**config.mk**
```make
export PLATFORM = sky130hd
export DESIGN_NAME = rom_fetch_unit
export DESIGN_NICKNAME = d
export VERILOG_FILES = /design/src/rtl/rom_fetch_unit.sv
export SDC_FILE = /design/constraint.sdc
export NUM_CORES = 1
export LEC_CHECK = 0
export ABC_CLOCK_PERIOD_IN_PS = 15800
export CORE_MARGIN = 4
export CORE_UTILIZATION = 57
export DETAILED_ROUTE_END_ITERATION = 8
export GPL_TIMING_DRIVEN = 0
export PLACE_DENSITY = 0.89
export SLEW_MARGIN = 20
export SYNTH_ARGS = -nofsm -noshare
export SYNTH_HDL_FRONTEND = slang
export SYNTH_SLANG_ARGS = --single-unit
```
**constraint.sdc**
```tcl
create_clock -name clk -period 15.8 [get_ports clk]
set_input_delay 3.16 -clock clk [delete_from_list [all_inputs] [get_ports clk]]
set_output_delay 3.16 -clock clk [all_outputs]
set_load 0.1 [all_outputs]
```
**src/rtl/rom_fetch_unit.sv**
```systemverilog
// Instruction fetch front end for the 4 KiB boot ROM: issues word reads,
// buffers results in a 2-entry FIFO and turns illegal PCs into fault packets.
module rom_fetch_unit #(
  parameter logic [31:0] RESET_PC = 32'h0000_0000,
  parameter logic [31:0] ROM_BASE = 32'h0000_0000
) (
  input  logic        clk,
  input  logic        reset,
  output logic        rom_ce,
  output logic        rom_oce,
  output logic [9:0]  rom_ad,
  input  logic [31:0] rom_dout,
  input  logic        redirect_valid,
  input  logic [31:0] redirect_pc,
  output logic        instr_valid,
  input  logic        instr_ready,
  output logic [31:0] instr_data,
  output logic [31:0] instr_pc,
  output logic        instr_fault
);

  typedef enum logic {ST_RUN, ST_HALT} state_t;

  localparam logic [31:0] NOP_INSTR = 32'h0000_0013;
  localparam logic [31:0] ROM_BYTES = 32'h0000_1000;

  state_t      state;
  logic [31:0] pc;
  logic        inflight;
  logic        inflight_fault;
  logic [31:0] inflight_pc;
  logic [9:0]  rom_ad_q;

  logic [31:0] fifo_data  [2];
  logic [31:0] fifo_pc    [2];
  logic        fifo_fault [2];
  logic        head;
  logic [1:0]  count;

  logic        pop;
  logic        go;
  logic        issue_legal;
  logic [31:0] issue_pc;
  logic [31:0] issue_off;
  logic [2:0]  occupancy;
  logic        wr_idx;
  logic        push;

  assign instr_valid = !reset && (count != 2'd0);
  assign pop         = instr_valid && instr_ready;

  // A redirect overrides the sequential pc and frees all buffering in the same cycle.
  assign issue_pc  = redirect_valid ? redirect_pc : pc;
  assign issue_off = issue_pc - ROM_BASE;

  // A pc below ROM_BASE wraps to a huge offset, so one compare covers both window edges.
  assign issue_legal = (issue_pc[1:0] == 2'b00) && (issue_off < ROM_BYTES);

  assign occupancy = {1'b0, count} + {2'b00, inflight};
  assign go = !reset &&
              (redirect_valid ||
               ((state == ST_RUN) && (occupancy <= ({2'b00, pop} + 3'd1))));

  assign rom_ce  = go && issue_legal;
  assign rom_oce = 1'b1;
  assign rom_ad  = rom_ce ? issue_off[11:2] : rom_ad_q;

  assign push   = inflight && !redirect_valid;
  assign wr_idx = head ^ count[0];

  assign instr_data  = instr_valid ? fifo_data[head]  : 32'h0000_0000;
  assign instr_pc    = instr_valid ? fifo_pc[head]    : 32'h0000_0000;
  assign instr_fault = instr_valid ? fifo_fault[head] : 1'b0;

  // An illegal pc travels down the read pipeline as a fault slot, so fault
  // packets keep the same issue-to-valid latency and FIFO ordering as reads.
  always_ff @(posedge clk) begin
    if (reset) begin
      state          <= ST_RUN;
      pc             <= RESET_PC;
      inflight       <= 1'b0;
      inflight_fault <= 1'b0;
      inflight_pc    <= 32'h0000_0000;
      rom_ad_q       <= 10'd0;
      head           <= 1'b0;
      count          <= 2'd0;
    end else begin
      if (rom_ce) begin
        rom_ad_q <= issue_off[11:2];
      end

      if (go) begin
        inflight       <= 1'b1;
        inflight_pc    <= issue_pc;
        inflight_fault <= !issue_legal;
        if (issue_legal) begin
          pc    <= issue_pc + 32'd4;
          state <= ST_RUN;
        end else begin
          pc    <= issue_pc;
          state <= ST_HALT;
        end
      end else begin
        inflight <= 1'b0;
      end

      if (redirect_valid) begin
        head  <= 1'b0;
        count <= 2'd0;
      end else begin
        if (push) begin
          fifo_data[wr_idx]  <= inflight_fault ? NOP_INSTR : rom_dout;
          fifo_pc[wr_idx]    <= inflight_pc;
          fifo_fault[wr_idx] <= inflight_fault;
        end
        if (pop) begin
          head <= ~head;
        end
        count <= count + {1'b0, push} - {1'b0, pop};
      end
    end
  end

endmodule

```
==> out/summary.txt <==
Cell Area, Placed: 0.0105 mm^2
fraction of final layout cells sized beyond drive strength 1: 0.0751
DRT Pass-1 Iters: 5
area of the core: 0.0148 mm^2
worst relative slew slack: 0.308
class of the worst hold path: reg2reg
Vias: 6179
total negative slack: 0 ps
Critical Path Sink Type: output pin
Placer Congestion: 0.847
Top Ports: 146
maximum clock insertion buffer count: 3
total power: 1.22 mW
part of the Yosys area used for sequential elements: 0.627
starting density of the core: 0.591
number of setup buffers added after CTS: 0
total inserted antenna cells: 0
number of instances in the synthesized netlist: 722
final hold violations: 0
Non-Filler Cell Area, Final: 0.0111 mm^2
clock-pin slew on the worst setup and hold paths: 60 ps
total power per unit cell area: 110 mW/mm^2
max_cap viols: 0
peak supply drop: 0.101 mV
starting DRC count in detailed routing: 473
Final min period: 10610 ps
wire length of the first global-routing pass: 32.6 mm
total of endpoints with negative setup slack in the final report: 0
CTS Root Cell: sky130_fd_sc_hd__clkbuf_16
number of enable flip-flop cells after synthesis: 130
maximum number of pins on one net before global-route repair: 48
leakage: 3.94 nW
post-synthesis to final-layout area growth: 27.5%
clock sink count: 208
arrival time of data at the critical path endpoint: 7450 ps
maximum fanout along the worst path: 8
Worst Setup Start Kind: input port
Worst EP required: 12640 ps
GR Overflow Total: 0
later-pin clock latency in the skew report: 480 ps
async set-reset flop share out of synthesis: 0
DIE AREA: 0.0173 mm^2
vias per cell: 5.67
Yosys Warn Count: 0
syn_nets: 796
Syn Std Cell Area: 0.00872 mm^2
result of the run: finished clean
total CTS buffers: 21
Antenna Violating Nets Remaining: 0
Fmax: 94.2 MHz
x dimension of the die: 132 um
via count of the first global-routing pass: 6272
average wire length per cell after detail routing: 18.5 um
type of the setup path with the least slack: in2out
CTS H-tree lvls: 1
flip-flop and latch count after synthesis: 208
HPWL Detailed: 14.0 mm
RSZ-0062 raised after global routing: no
hold_buf cts: 0
average size of a mapped cell: 12.1 um^2
Worst-Margin Slew: 1030 ps
DRC violation count after routing: 0
fin. max-slew vios: 0
total wire length: 20.2 mm
fin crit share: 0.672
most used flip-flop cell after synthesis: sky130_fd_sc_hd__edfxtp_1
global-route usage over all layers: 0.228
post-synthesis cell type count: 53
Final Skew: 11.4 ps
CTS-repair resized insts: 0
Core Rows: 44
y dimension of the die: 132 um
number of antenna violations at the first check in global routing: 0
number of fill cells in the layout: 954
Final #Nets: 965
Port-buffer cells: 143
TritonCTS clock tree: yes
## worst paths after layout
check	startpoint	endpoint	slack, ps	cells past startpoint
hold reg to reg	inflight_pc[25]	fifo_pc[1][25]	460	0
setup / recovery	reset	rom_ad[4]	5190	14
hold / removal	inflight_pc[25]	fifo_pc[1][25]	460	0
setup reg to reg	count[0]	rom_ad_q[0]	12250	14
## metrics by stage
stage | hold slack (ps) | std cells | utilization | worst slack, ps
6_report | 458 | 1089 | 0.753 | 5190
5_1_grt | 478 | 1089 | 0.753 | 4850
4_1_cts | 457 | 1089 | 0.753 | 5160
3_5_place_dp | 443 | 1052 | 0.709 | 5210
3_3_place_gp | 424 | 1049 | 0.703 | 5230
2_1_floorplan | 420 | 722 | - | 5580
## cells in the mapped netlist (2+ instances only)
cell	count	share of area
sky130_fd_sc_hd__edfxtp_1	130	0.45
sky130_fd_sc_hd__nor2_1	113	0.049
sky130_fd_sc_hd__mux2i_1	104	0.12
sky130_fd_sc_hd__dfxtp_1	78	0.18
sky130_fd_sc_hd__nand2_1	51	0.022
sky130_fd_sc_hd__nor2b_1	33	0.024
sky130_fd_sc_hd__clkbuf_1	23	0.0099
sky130_fd_sc_hd__a21oi_1	20	0.011
sky130_fd_sc_hd__a211oi_1	19	0.016
sky130_fd_sc_hd__nand3_1	15	0.0086
sky130_fd_sc_hd__buf_1	13	0.0056
sky130_fd_sc_hd__inv_1	9	0.0039
sky130_fd_sc_hd__o21a_1	9	0.0078
sky130_fd_sc_hd__nor3_1	8	0.0046
sky130_fd_sc_hd__nor4_1	8	0.0057
sky130_fd_sc_hd__or2_2	8	0.0057
sky130_fd_sc_hd__buf_2	7	0.0040
sky130_fd_sc_hd__mux2_2	7	0.0090
sky130_fd_sc_hd__ha_1	5	0.0072
sky130_fd_sc_hd__or4_1	5	0.0043
sky130_fd_sc_hd__nand4_1	4	0.0029
sky130_fd_sc_hd__o21ai_0	4	0.0023
sky130_fd_sc_hd__xnor2_1	4	0.0040
sky130_fd_sc_hd__and3_1	3	0.0022
sky130_fd_sc_hd__nor3b_1	3	0.0026
sky130_fd_sc_hd__o31ai_1	3	0.0026
sky130_fd_sc_hd__or4b_1	3	0.0034
sky130_fd_sc_hd__xor2_1	3	0.0030
sky130_fd_sc_hd__a211o_1	2	0.0020
sky130_fd_sc_hd__a22o_1	2	0.0020
sky130_fd_sc_hd__and2_1	2	0.0014
sky130_fd_sc_hd__nand2_4	2	0.0026
sky130_fd_sc_hd__o22ai_1	2	0.0014
## power by group
part | internal (mW) | switching, mW
registers | 0.601 | 0.0131
clock network | 0.275 | 0.194
logic | 0.0517 | 0.0822
## per-layer routing
metal  global-route usage  routed length [um]  part of all wire  vias to the layer above
met3               0.0344                1380             0.068                       35
li1                     -                   -                 -                     2934
met4               0.0583                 425             0.021                        0
met1                0.302                8460              0.42                     2965
met2                0.396                9920              0.49                      245
met5                    0                   0                 0                        -
## state kept, by name, summed over array words and instances, names as in the netlist, 2 cells and up, named ones only
signal / count
count: 2
rom_ad_q: 10
fifo_fault: 2
fifo_data: 64
fifo_pc: 64
pc: 32
inflight_pc: 30
## final cells by class
| class | instances | area (um^2) | area share |
|---|---|---|---|
| buffer | 44 | 178 | 0.0160 |
| clock inverter | 14 | 118 | 0.0106 |
| inverter | 10 | 37.5 | 0.00338 |
| tap | 184 | 230 | 0.0207 |
| sequential | 208 | 5470 | 0.492 |
| timing repair buffer | 146 | 1510 | 0.136 |
| clock buffer | 23 | 533 | 0.0480 |
| multi-input combinational | 460 | 3050 | 0.274 |
## cells in the final DEF, fill, tap and decap left out, types with 7 or more instances in the layout
master                            synthesis  routed
sky130_fd_sc_hd__nand2_1                 51      51
sky130_fd_sc_hd__a21oi_1                 20      20
sky130_fd_sc_hd__mux2i_1                104     104
sky130_fd_sc_hd__nand3_1                 15      15
sky130_fd_sc_hd__or2_2                    8       8
sky130_fd_sc_hd__clkdlybuf4s50_1          0     143
sky130_fd_sc_hd__inv_1                    9       9
sky130_fd_sc_hd__buf_1                   13      13
sky130_fd_sc_hd__clkbuf_16                0      21
sky130_fd_sc_hd__a211oi_1                19      19
sky130_fd_sc_hd__nor3_1                   8       8
sky130_fd_sc_hd__o21a_1                   9       9
sky130_fd_sc_hd__nor2b_1                 33      33
sky130_fd_sc_hd__dfxtp_1                 78      78
sky130_fd_sc_hd__nor2_1                 113     112
sky130_fd_sc_hd__buf_2                    7       7
sky130_fd_sc_hd__edfxtp_1               130     130
sky130_fd_sc_hd__clkbuf_1                23      25
sky130_fd_sc_hd__mux2_2                   7       7
sky130_fd_sc_hd__clkinv_2                 0       8
sky130_fd_sc_hd__nor4_1                   8       8
## cell families after synthesis
group,synth area share
xor gates and xnor gates,0.00703
DFF,0.627
other,0.000430
adders and majority gates,0.00947
and+or+nand+nor,0.145
muxes,0.128
AOI/OAI and AO/OA,0.0581
buffers and inverters,0.0247
## worst max-delay path, cell delays in order
cell and delay, ps:
sky130_fd_sc_hd__clkbuf_1 190, sky130_fd_sc_hd__or2_2 370, sky130_fd_sc_hd__inv_1 90, sky130_fd_sc_hd__nand2_1 190, sky130_fd_sc_hd__inv_1 140, sky130_fd_sc_hd__fa_1 460
sky130_fd_sc_hd__or4b_1 520, sky130_fd_sc_hd__o211ai_1 170, sky130_fd_sc_hd__nand2b_1 200, sky130_fd_sc_hd__inv_1 200, sky130_fd_sc_hd__nand3_1 190, sky130_fd_sc_hd__or2_2 360
sky130_fd_sc_hd__nand2_1 70, sky130_fd_sc_hd__clkdlybuf4s50_1 1130
Power figures use the tool's default switching activity.
